===== src/rtl/focus_pkg.sv =====
// Shared constants, types and helpers for the autofocus sharpness path.
// Window defaults are shared with the overlay and VCM step controller.
package focus_pkg;

    localparam int SCORE_W = 32;
    localparam int CNT_W   = 12;
    localparam int PIX_W   = 8;

    // Luma approximation: Y = (2R + 5G + B) >> 3
    localparam int LUMA_KR    = 2;
    localparam int LUMA_KG    = 5;
    localparam int LUMA_KB    = 1;
    localparam int LUMA_SH    = 3;
    localparam int LUMA_SUM_W = 11;

    // Default centre window and coring threshold
    localparam int WIN_X0_DEF  = 480;
    localparam int WIN_W_DEF   = 320;
    localparam int WIN_Y0_DEF  = 270;
    localparam int WIN_H_DEF   = 180;
    localparam int CORE_TH_DEF = 4;

    typedef logic [CNT_W-1:0]   cnt_t;
    typedef logic [CNT_W:0]     cmp_t;
    typedef logic [PIX_W-1:0]   pix_t;
    typedef logic [SCORE_W-1:0] score_t;
    typedef logic [SCORE_W:0]   sum_t;
    typedef logic [LUMA_SUM_W-1:0] lsum_t;

    // Saturating increment for the column/row counters
    function automatic cnt_t cnt_inc(cnt_t v);
        return (&v) ? v : v + cnt_t'(1);
    endfunction

    function automatic pix_t luma(pix_t r, pix_t g, pix_t b);
        lsum_t s;
        s = lsum_t'(LUMA_KR) * lsum_t'(r)
          + lsum_t'(LUMA_KG) * lsum_t'(g)
          + lsum_t'(LUMA_KB) * lsum_t'(b);
        return pix_t'(s >> LUMA_SH);
    endfunction

endpackage


===== src/rtl/focus_luma_grad.sv =====
// Stages 1-2: luma conversion, column counter and horizontal gradient.
// Ports: clk_i/rst_i, de_i + RGB in; x_o (column of the input pixel), dv_o/d_o stage-2 gradient.
module focus_luma_grad
    import focus_pkg::*;
(
    input  logic clk_i,
    input  logic rst_i,
    input  logic de_i,
    input  pix_t r_i,
    input  pix_t g_i,
    input  pix_t b_i,
    output cnt_t x_o,
    output logic dv_o,
    output pix_t d_o
);

    logic de_q;
    cnt_t x_q, x_d, x_cur;

    pix_t y1_q, y1_d;
    logic v1_q;
    logic first1_q, first1_d;

    pix_t yprev_q, yprev_d;
    pix_t diff;
    pix_t d2_q, d2_d;
    logic v2_q;

    always_comb begin
        // A DE rising edge starts a new line at column 0
        x_cur    = (de_i && !de_q) ? '0 : x_q;
        x_d      = de_i ? cnt_inc(x_cur) : x_q;
        y1_d     = luma(r_i, g_i, b_i);
        first1_d = (x_cur == '0);
        diff     = (y1_q >= yprev_q) ? (y1_q - yprev_q) : (yprev_q - y1_q);
        // Line-start pixel has no left neighbour
        d2_d     = (v1_q && !first1_q) ? diff : '0;
        yprev_d  = v1_q ? y1_q : yprev_q;
    end

    always_ff @(posedge clk_i) begin
        if (rst_i) begin
            de_q     <= 1'b0;
            x_q      <= '0;
            y1_q     <= '0;
            v1_q     <= 1'b0;
            first1_q <= 1'b0;
            yprev_q  <= '0;
            d2_q     <= '0;
            v2_q     <= 1'b0;
        end else begin
            de_q     <= de_i;
            x_q      <= x_d;
            y1_q     <= y1_d;
            v1_q     <= de_i;
            first1_q <= first1_d;
            yprev_q  <= yprev_d;
            d2_q     <= d2_d;
            v2_q     <= v1_q;
        end
    end

    assign x_o  = x_cur;
    assign dv_o = v2_q;
    assign d_o  = d2_q;

endmodule


===== src/rtl/focus_sharpness_acc.sv =====
// Per-frame focus metric: windowed, cored gradient sum latched once per frame.
// Ports: VIDEO_* sync/DE + iR/iG/iB in; SCORE/SCORE_VALID/SCORE_SAT, IN_WIN, FRAME_CNT out.
module focus_sharpness_acc
    import focus_pkg::*;
#(
    parameter int WIN_X0  = WIN_X0_DEF,
    parameter int WIN_W   = WIN_W_DEF,
    parameter int WIN_Y0  = WIN_Y0_DEF,
    parameter int WIN_H   = WIN_H_DEF,
    parameter int CORE_TH = CORE_TH_DEF
) (
    input  logic               VIDEO_CLK,
    input  logic               RESET,
    input  logic               VIDEO_VS,
    input  logic               VIDEO_HS,
    input  logic               VIDEO_DE,
    input  logic [PIX_W-1:0]   iR,
    input  logic [PIX_W-1:0]   iG,
    input  logic [PIX_W-1:0]   iB,
    output logic [SCORE_W-1:0] SCORE,
    output logic               SCORE_VALID,
    output logic               SCORE_SAT,
    output logic               IN_WIN,
    output logic [7:0]         FRAME_CNT
);

    localparam cmp_t X_LO = cmp_t'(WIN_X0);
    localparam cmp_t X_HI = cmp_t'(WIN_X0 + WIN_W);
    localparam cmp_t Y_LO = cmp_t'(WIN_Y0);
    localparam cmp_t Y_HI = cmp_t'(WIN_Y0 + WIN_H);
    localparam pix_t TH   = pix_t'(CORE_TH);

    cnt_t x0;
    logic dv2;
    pix_t d2;

    logic vs_q, hs_q, de_q;
    logic vs_fall, hs_fall, line_end;
    cnt_t y_q, y_d, y_cur;
    logic win0, win1_q, win2_q;
    logic fe_q;

    pix_t   contrib;
    sum_t   sum_w;
    logic   clamp;
    score_t acc_sum;
    score_t acc_q, acc_d;
    logic   sat_q, sat_d;
    logic   ok_q, ok_d;
    score_t score_q, score_d;
    logic   ssat_q, ssat_d;
    logic   valid_q, valid_d;
    logic [7:0] fcnt_q, fcnt_d;

    focus_luma_grad u_lg (
        .clk_i (VIDEO_CLK),
        .rst_i (RESET),
        .de_i  (VIDEO_DE),
        .r_i   (iR),
        .g_i   (iG),
        .b_i   (iB),
        .x_o   (x0),
        .dv_o  (dv2),
        .d_o   (d2)
    );

    // Row tracking and window test for the incoming pixel
    always_comb begin
        vs_fall  = vs_q & ~VIDEO_VS;
        hs_fall  = hs_q & ~VIDEO_HS;
        // A line ends when DE drops, or HS falls while still active
        line_end = de_q & (~VIDEO_DE | hs_fall);
        // Pixels arriving with the VS fall already belong to the new frame
        y_cur    = vs_fall ? '0 : y_q;
        y_d      = y_q;
        if (vs_fall) begin
            y_d = '0;
        end else if (line_end) begin
            y_d = cnt_inc(y_q);
        end
        win0 = VIDEO_DE
            && ({1'b0, x0} >= X_LO) && ({1'b0, x0} < X_HI)
            && ({1'b0, y_cur} >= Y_LO) && ({1'b0, y_cur} < Y_HI);
    end

    // Coring, saturating accumulate and frame-end latch
    always_comb begin
        contrib = (dv2 && win2_q && (d2 > TH)) ? (d2 - TH) : '0;
        sum_w   = {1'b0, acc_q} + sum_t'(contrib);
        clamp   = sum_w[SCORE_W];
        acc_sum = clamp ? '1 : sum_w[SCORE_W-1:0];

        acc_d   = acc_sum;
        sat_d   = sat_q | clamp;
        ok_d    = ok_q;
        score_d = score_q;
        ssat_d  = ssat_q;
        valid_d = 1'b0;
        fcnt_d  = fcnt_q;

        if (fe_q) begin
            // The contribution of this cycle closes the old frame
            if (ok_q) begin
                score_d = acc_sum;
                ssat_d  = sat_q | clamp;
                valid_d = 1'b1;
                fcnt_d  = fcnt_q + 8'd1;
            end
            acc_d = '0;
            sat_d = 1'b0;
            ok_d  = 1'b1;
        end
    end

    always_ff @(posedge VIDEO_CLK) begin
        if (RESET) begin
            vs_q   <= 1'b0;
            hs_q   <= 1'b0;
            de_q   <= 1'b0;
            y_q    <= '0;
            win1_q <= 1'b0;
            win2_q <= 1'b0;
            fe_q   <= 1'b0;
        end else begin
            vs_q   <= VIDEO_VS;
            hs_q   <= VIDEO_HS;
            de_q   <= VIDEO_DE;
            y_q    <= y_d;
            win1_q <= win0;
            win2_q <= win1_q;
            fe_q   <= vs_fall;
        end
    end

    always_ff @(posedge VIDEO_CLK) begin
        if (RESET) begin
            acc_q   <= '0;
            sat_q   <= 1'b0;
            ok_q    <= 1'b0;
            score_q <= '0;
            ssat_q  <= 1'b0;
            valid_q <= 1'b0;
            fcnt_q  <= '0;
        end else begin
            acc_q   <= acc_d;
            sat_q   <= sat_d;
            ok_q    <= ok_d;
            score_q <= score_d;
            ssat_q  <= ssat_d;
            valid_q <= valid_d;
            fcnt_q  <= fcnt_d;
        end
    end

    assign SCORE       = score_q;
    assign SCORE_VALID = valid_q;
    assign SCORE_SAT   = ssat_q;
    assign IN_WIN      = win1_q;
    assign FRAME_CNT   = fcnt_q;

endmodule


===== config.mk =====
export PLATFORM = sky130hd
export DESIGN_NAME = focus_sharpness_acc
export DESIGN_NICKNAME = d
export VERILOG_FILES = /design/src/rtl/focus_pkg.sv /design/src/rtl/focus_luma_grad.sv /design/src/rtl/focus_sharpness_acc.sv
export SDC_FILE = /design/constraint.sdc
export NUM_CORES = 1
export LEC_CHECK = 0
export ABC_AREA = 1
export CAP_MARGIN = 20
export CORE_MARGIN = 2
export CORE_UTILIZATION = 55
export CTS_BUF_LIST = sky130_fd_sc_hd__clkbuf_16
export CTS_CLUSTER_DIAMETER = 80
export DETAILED_ROUTE_END_ITERATION = 8
export DONT_BUFFER_PORTS = 1
export PLACE_DENSITY = 0.7
export RECOVER_POWER = 50
export SLEW_MARGIN = 20
export SYNTH_ARGS = -nofsm -noshare
export SYNTH_HDL_FRONTEND = slang
export SYNTH_HIERARCHICAL = 1
export SYNTH_SLANG_ARGS = --single-unit

===== constraint.sdc =====
create_clock -name VIDEO_CLK -period 3.4 [get_ports VIDEO_CLK]
set_input_delay 0.34 -clock VIDEO_CLK [delete_from_list [all_inputs] [get_ports VIDEO_CLK]]
set_output_delay 0.34 -clock VIDEO_CLK [all_outputs]
set_load 0.05 [all_outputs]

# Yosys cells after proc, flatten, opt, wreduce, memory -nomap -nowiden
# Cells that the tools add are included.
[word_totals]
ff_bits = 132
latchBits = 0
mem_bits_rw = 0
rom_bits = 0
inputBits = 29
output_inout_bits = 43
memories = 0
[op_classes]
addsub = 9
mul = 1
div = 0
order_cmp = 6
n_eq_ne = 0
shift = 0
mux = 7
bitwise = 11
reduce_logical = 19
[op_table]
columns = ["cell", "n"]
rows = [
  ["12-bit two-way mux", 3],
  ["32-bit by 8-bit adder with 33-bit output", 1],
  ["32-bit two-way mux", 1],
  ["12-bit by 1-bit adder with 12-bit output, second input constant", 2],
  ["12-bit by 9-bit >= comparator with 1-bit output, second input constant", 2],
  ["12-bit AND reduction", 2],
  ["8-bit two-way mux", 2],
  ["8-bit subtractor", 2],
  ["12-bit logical NOT", 1],
  ["12-bit by 10-bit < comparator with 1-bit output, second input constant", 1],
  ["12-bit by 9-bit < comparator with 1-bit output, second input constant", 1],
  ["11-bit by 8-bit adder with 11-bit output", 1],
  ["9-bit by 11-bit adder with 11-bit output", 1],
  ["3-bit by 8-bit multiplier with 11-bit output, first input constant", 1],
  ["8-bit by 1-bit adder with 8-bit output, second input constant", 1],
  ["8-bit >= comparator", 1],
  ["8-bit by 3-bit greater-than comparator with 1-bit output, second input constant", 1],
  ["1-bit logical AND", 8],
  ["2-bit OR reduction", 4],
  ["8-bit by 3-bit subtractor with 8-bit output, second input constant", 1],
  ["1-bit NOT", 6],
  ["2-bit AND reduction", 2],
  ["1-bit bitwise AND", 3],
  ["1-bit logical NOT", 2],
  ["2 further kinds", 3],
]

# Depth between registers and ports, before layout
[logic_depth]
word_depth = 8
depth_mapped = 20

# By module
# The synthesis kept the hierarchy.
[by_module_without_submodules]
columns = ["mod", "instances", "cells_per_inst", "area_each_um2"]
rows = [
  ["focus_sharpness_acc", 1, 745, 5003.5],
  ["focus_luma_grad", 1, 452, 3165.5],
]

# Least setup slack after synthesis
# Ideal clock, no wire load.
[synth_path]
kind = "input to register"
from = "in iG[1]"
to = "reg u_lg.y1_q[7]"
setup_ps = 119
arrival_time_ps = 2595
required_ps = 3281
setup_slack_ps = 685
stages = 12
path_cell_list = "ha_1 -> inv_1 -> fa_1 -> fa_1 -> inv_1 -> fa_1 -> nand3_1 -> nand2_1 -> nand4_1 -> nand2_1 -> o21ai_0 -> a21oi_1"
[synth_via]
elab_chain_len = 3
[synth_rtl]
columns = ["item", "line", "rtl"]
rows = [
  ["start, declared", "focus_sharpness_acc.sv:18", "input logic [PIX_W-1:0] iG,"],
  ["3-bit by 8-bit multiplier with 11-bit output", "focus_pkg.sv:38", "+ lsum_t'(LUMA_KG) * lsum_t'(g)"],
  ["9-bit by 11-bit adder with 11-bit output", "focus_pkg.sv:38", ""],
  ["11-bit by 8-bit adder with 11-bit output", "focus_pkg.sv:39", "+ lsum_t'(LUMA_KB) * lsum_t'(b);"],
  ["end signal, assigned", "focus_luma_grad.sv:54", "y1_q <= y1_d;"],
  ["end, declared", "focus_luma_grad.sv:20", "pix_t y1_q, y1_d;"],
]
# Every way passes these cells.
# A chain may end at the register's enable or synchronous reset.

# Final worst setup path
[layout_path]
from = "reg u_lg.d2_q[3] (netlist: u_lg/d_o[3])"
to = "reg score_q[23] (netlist: SCORE[23])"
[layout_via]
elab_chain_len = 5
[layout_rtl]
columns = ["item", "line", "rtl"]
rows = [
  ["start, declared", "focus_luma_grad.sv:26", "pix_t d2_q, d2_d;"],
  ["start signal, assigned", "focus_luma_grad.sv:49", "d2_q <= '0;"],
  ["start signal, assigned", "focus_luma_grad.sv:58", "d2_q <= d2_d;"],
  ["8-bit by 3-bit greater-than comparator with 1-bit output", "focus_sharpness_acc.sv:88", "contrib = (dv2 && win2_q && (d2 > TH)) ? (d2 - TH) : '0;"],
  ["1-bit logical AND", "focus_sharpness_acc.sv:88", ""],
  ["8-bit two-way mux (*)", "focus_sharpness_acc.sv:88", ""],
  ["32-bit by 8-bit adder with 33-bit output (*)", "focus_sharpness_acc.sv:89", "sum_w = {1'b0, acc_q} + sum_t'(contrib);"],
  ["32-bit two-way mux (*)", "focus_sharpness_acc.sv:91", "acc_sum = clamp ? '1 : sum_w[SCORE_W-1:0];"],
  ["end signal, assigned", "focus_sharpness_acc.sv:148", "score_q <= score_d;"],
  ["end, declared", "focus_sharpness_acc.sv:50", "score_t score_q, score_d;"],
]
# Every way passes the cells marked *; elsewhere a longest branch is shown, timed or not.

==> results.md <==
- Number of placed I/O pins: 72
- Core footprint: 0.0145 mm2
- Worst-path clk slew: 0.06 ns
- First-pass DRT Iterations: 7
- Final setup violating endpoints: 0
- Clk_lat worst skew: 0.42 ns
- Fillcell total: 1388
- Chip Width: 126 um
- Largest net degree at the start of global routing: 55
- CP Launch Type: flip-flop
- HPWL after DPL: 13700 um
- FMAX: 0.331 GHz
- Initial antenna violation count: 0
- Clk root buf: clkbuf_16
- Vias: 7150
- Setup CP Type: reg -> reg
- Critical path endpoint category: flip-flop
- Cts repair resizes: 0
- DIE AREA: 0.0158 mm2
- Least-Margin Pin Slew: 1.10 ns
- Die Ht: 126 um
- Power Density: 508 mW/mm2
- Leakage: 4.40 nW
- Hold Crit Class: in -> reg
- Routed Wire Length: 18500 um
- GRT Overall Usage: 0.242
- Synth Warn #: 6
- Post-route ant nets: 0
- Min cycle time layout: 3.03 ns
- Initial Util: 0.562
- Post-layout instance area: 0.00888 mm2
- Number of antenna diodes: 0
- RePlAce Congestion: 0.927
- Clk sinks: 133
- Detailed Route Iter0 Violations: 423
- Number of vias per cell: 5.13
- Worst Path Max Fanout: 12
- Sum of negative setup slack: 0 ns
- Max-Cap Viols: 0
- First-pass GRT wire length: 31600 um
- Final Max Tran Viols: 0
- Routed WL per cell: 13.3 um
- Slew HR: 0.268
- Drc violations: 0
- Status: completed
- Placed instance area: 0.00829 mm2
- Row Count: 44
- Worst EP arrival: 3.34 ns
- Final period utilization: 0.890
- CTS HTree Levels: 4
- RSZ-0062 raised after global routing: no
- Worst EP required: 3.71 ns
- Nets@finish: 1290
- Vias in the first global route: 6793
- CTS tree: yes
- Layout Skew: 0.00933 ns
- Maximum VDD drop: 0.339 mV
- Utilization after layout: 0.611
- Proportion of layout cells with a drive suffix above 1: 0.0628
- Longest Clk Path Bufs: 2
- Area grow syn2layout: 8.75%
- Mean Syn Cell Area: 6.83 um2
- Port Buffers: 0
- Grt ovf: 0
- Final hold viol count: 0
- Cells after Synth: 1195
- CTS Buf Count: 17
- WHS: 0.0273 ns
- Post-Syn Nets: 1287
- Synth Cell Area: 0.00816 mm2
cell usage in the layout, fill, tap and decap left out, types with 17 or more instances in the layout:
master and n:
nand2_1 287, nor2_1 164, inv_1 194, o21ai_0 47, dfxtp_1 133, xor2_1 18, a21oi_1 61, clkbuf_16 17
nand3_1 65, nand4_1 26, ha_1 47
through the flow:
stage | total power [W] | instances | setup WS, ns
finish | 0.00451 | 1394 | 0.375
CTS | 0.00455 | 1389 | 0.334
global placement | 0.00283 | 1356 | 0.447
global route | 0.00481 | 1394 | 0.0389
detailed placement | 0.00285 | 1356 | 0.351
floorplan | 0.00264 | 1195 | 0.685
worst max-delay path: stages (launching register included):
cell      delay [ns]
dfxtp_1         0.31
inv_1           0.07
ha_1            0.14
nand2_1         0.05
nor2_1          0.08
o211ai_1        0.10
nand3_1         0.23
nor2_1          0.07
ha_1            0.21
fa_1            0.42
nand3_1         0.12
nand3_2         0.12
nand2_1         0.08
nand3_1         0.19
nand3_4         0.25
buf_4           0.21
nand4_1         0.12
nand2_1         0.11
inv_1           0.04
area by class of cell:
cell class,instances,area [um2],share of cell area
Multi-Input combinational cell,833,4600,0.519
Sequential cell,133,2660,0.300
Inverter,202,758,0.0854
Clock buffer,17,425,0.0479
Tap cell,184,230,0.0259
Clock inverter,14,115,0.0130
Timing Repair Buffer,11,81.3,0.00916
registers in the layout, summed over array words and instances, names as in the netlist, 8 cells and up:
register / flops
FRAME_CNT: 8
SCORE: 32
acc_q: 32
u_lg/d_o: 8
u_lg/x_q: 12
u_lg/y1_q: 8
u_lg/yprev_q: 8
y_q: 12
metal layers:
metal / part of all wire / vias up / GRT usage
met5: 0 / - / 0
met4: 0.012 / 0 / 0.0627
met3: 0.067 / 20 / 0.0701
met2: 0.45 / 184 / 0.390
met1: 0.47 / 3160 / 0.322
li1: - / 3786 / -
report_power, final:
part	switching [W]	internal [W]	total [W]	leakage, nW
registers	0.0000573	0.00163	0.00169	1.08
logic	0.000706	0.000431	0.00114	3.06
clock network	0.000738	0.000948	0.00169	0.266
final timing paths:
check | start | endpoint | slack [ns] | depth (start not counted)
setup / recovery | u_lg/d_o[3] | SCORE[23] | 0.37 | 18
hold / removal | VIDEO_DE | u_lg/x_q[10] | 0.03 | 1
setup reg to reg | u_lg/d_o[3] | SCORE[23] | 0.37 | 18
hold reg to reg | sat_q | sat_q | 0.46 | 2
timing repair:
action,4_1_cts,5_1_grt
hold buffers,2,0
setup endpoints to repair,0,1
buffers inserted,0,4
endpoints found under the hold margin,15,0
(Power assumes the default switching activity.)
==> patch, RTL diff (same flow settings) <==
Reset style: asynchronous (`RESET` and `rst_i`), changed in 3 clocked blocks.
--- a/src/rtl/focus_luma_grad.sv
+++ b/src/rtl/focus_luma_grad.sv
@@ -38,7 +38,7 @@
         yprev_d  = v1_q ? y1_q : yprev_q;
     end
 
-    always_ff @(posedge clk_i) begin
+    always_ff @(posedge clk_i or posedge rst_i) begin
         if (rst_i) begin
             de_q     <= 1'b0;
             x_q      <= '0;
--- a/src/rtl/focus_sharpness_acc.sv
+++ b/src/rtl/focus_sharpness_acc.sv
@@ -112,7 +112,7 @@
         end
     end
 
-    always_ff @(posedge VIDEO_CLK) begin
+    always_ff @(posedge VIDEO_CLK or posedge RESET) begin
         if (RESET) begin
             vs_q   <= 1'b0;
             hs_q   <= 1'b0;
@@ -132,7 +132,7 @@
         end
     end
 
-    always_ff @(posedge VIDEO_CLK) begin
+    always_ff @(posedge VIDEO_CLK or posedge RESET) begin
         if (RESET) begin
             acc_q   <= '0;
             sat_q   <= 1'b0;
Formal check against the unedited RTL: differs if RESET is asserted again (counterexample within 10 cycles, from zero or initial values and one cycle with RESET high); with RESET held inactive, the same outputs for 10 cycles.
==> patch against the original RTL <==
The run now ends with max-capacitance violations, max-slew violations left; hold slack better by 0.0052 ns; worst setup slack better by 0.014 ns; critical path depth shrank 2; design area increased by 7.1%; synthesized area increased by 5.9%; wire length fell by 2.1%; total power up 30%; sequential cell count unchanged; first-iteration DRC count up 33%; fmax is 0.46% higher; critical endpoint is now acc_q[31]; largest cell class unchanged; highest routed layer unchanged.
==> patch: results (changes against the original RTL) <==
dr_wl_met3_um: 983  # -21%
postCtsHoldBufs: 4  # +2
irDropWorstVdd_mv: 0.420  # +24%
violations: "max-capacitance violations, max-slew violations"
use_met1_pct: 32.0  # -0.17 points
p_sw_share_pct: 38.8  # +5.5 points
wl_met1_um: 8540  # -1.9%
nets: 1264  # -2.0%
drt_iter0_markers: 563  # +33%
drv_cap: 1  # +1
synth_cells: 1154  # -3.4%
maxSlewHeadroom_pct: -50.1  # -77 points
drive_above_1_share_pct: 7.26  # +0.98 points
comb_power_mw: 2.04  # +79%
slew_viol_final: 61  # +61
status: "finished, violations left"
crit_arrival_ns: 3.32  # -0.02 ns
period_needed_ns: 3.01  # -0.0139 ns
fin_skew_ns: 0.00988  # +0.000558 ns
grt_pass1_wl_um: 31200  # -1.5%
routed_wl_um: 18200  # -2.1%
place_area_sq_um: 8860  # +6.9%
dp_hpwl_um: 13700  # +0.38%
gp_congestion: 0.912  # -1.6%
use_met2_pct: 37.1  # -1.9 points
[patch: cell type report]
cell class / instances / area, sq um
inverters: 199 / 747
well taps: 211 / 264
fillers: 1368 / 5750
repair buffers: 18 / 148
clock buffers: 17 / 425
clock inverters: 15 / 133
multi-input cells: 803 / 4460
flip-flops and latches: 133 / 3330
[patch: cell families (layout without fill, tap and decap cells)]
kind of cell,after synthesis,count (layout),share of synthesized area (%)
adders and majority gates,63,63,10.5
AOI/OAI and AO/OA,69,69,4.55
and+or+nand+nor,632,632,32.6
DFF,133,133,38.5
xor gates and xnor gates,39,39,3.95
buffers and inverters,218,249,9.85
[patch: path summary, 6_finish.rpt]
check	startpoint	end	depth (start not counted)
setup / recovery	u_lg/d_o[3]	acc_q[31]	16
hold / removal	VIDEO_DE	u_lg/x_q[2]	2
setup reg to reg	u_lg/d_o[3]	acc_q[31]	16
hold reg to reg	ok_q	ok_q	1
max in group asynchronous	RESET	SCORE[25]	3
min in group asynchronous	RESET	u_lg/x_q[2]	2
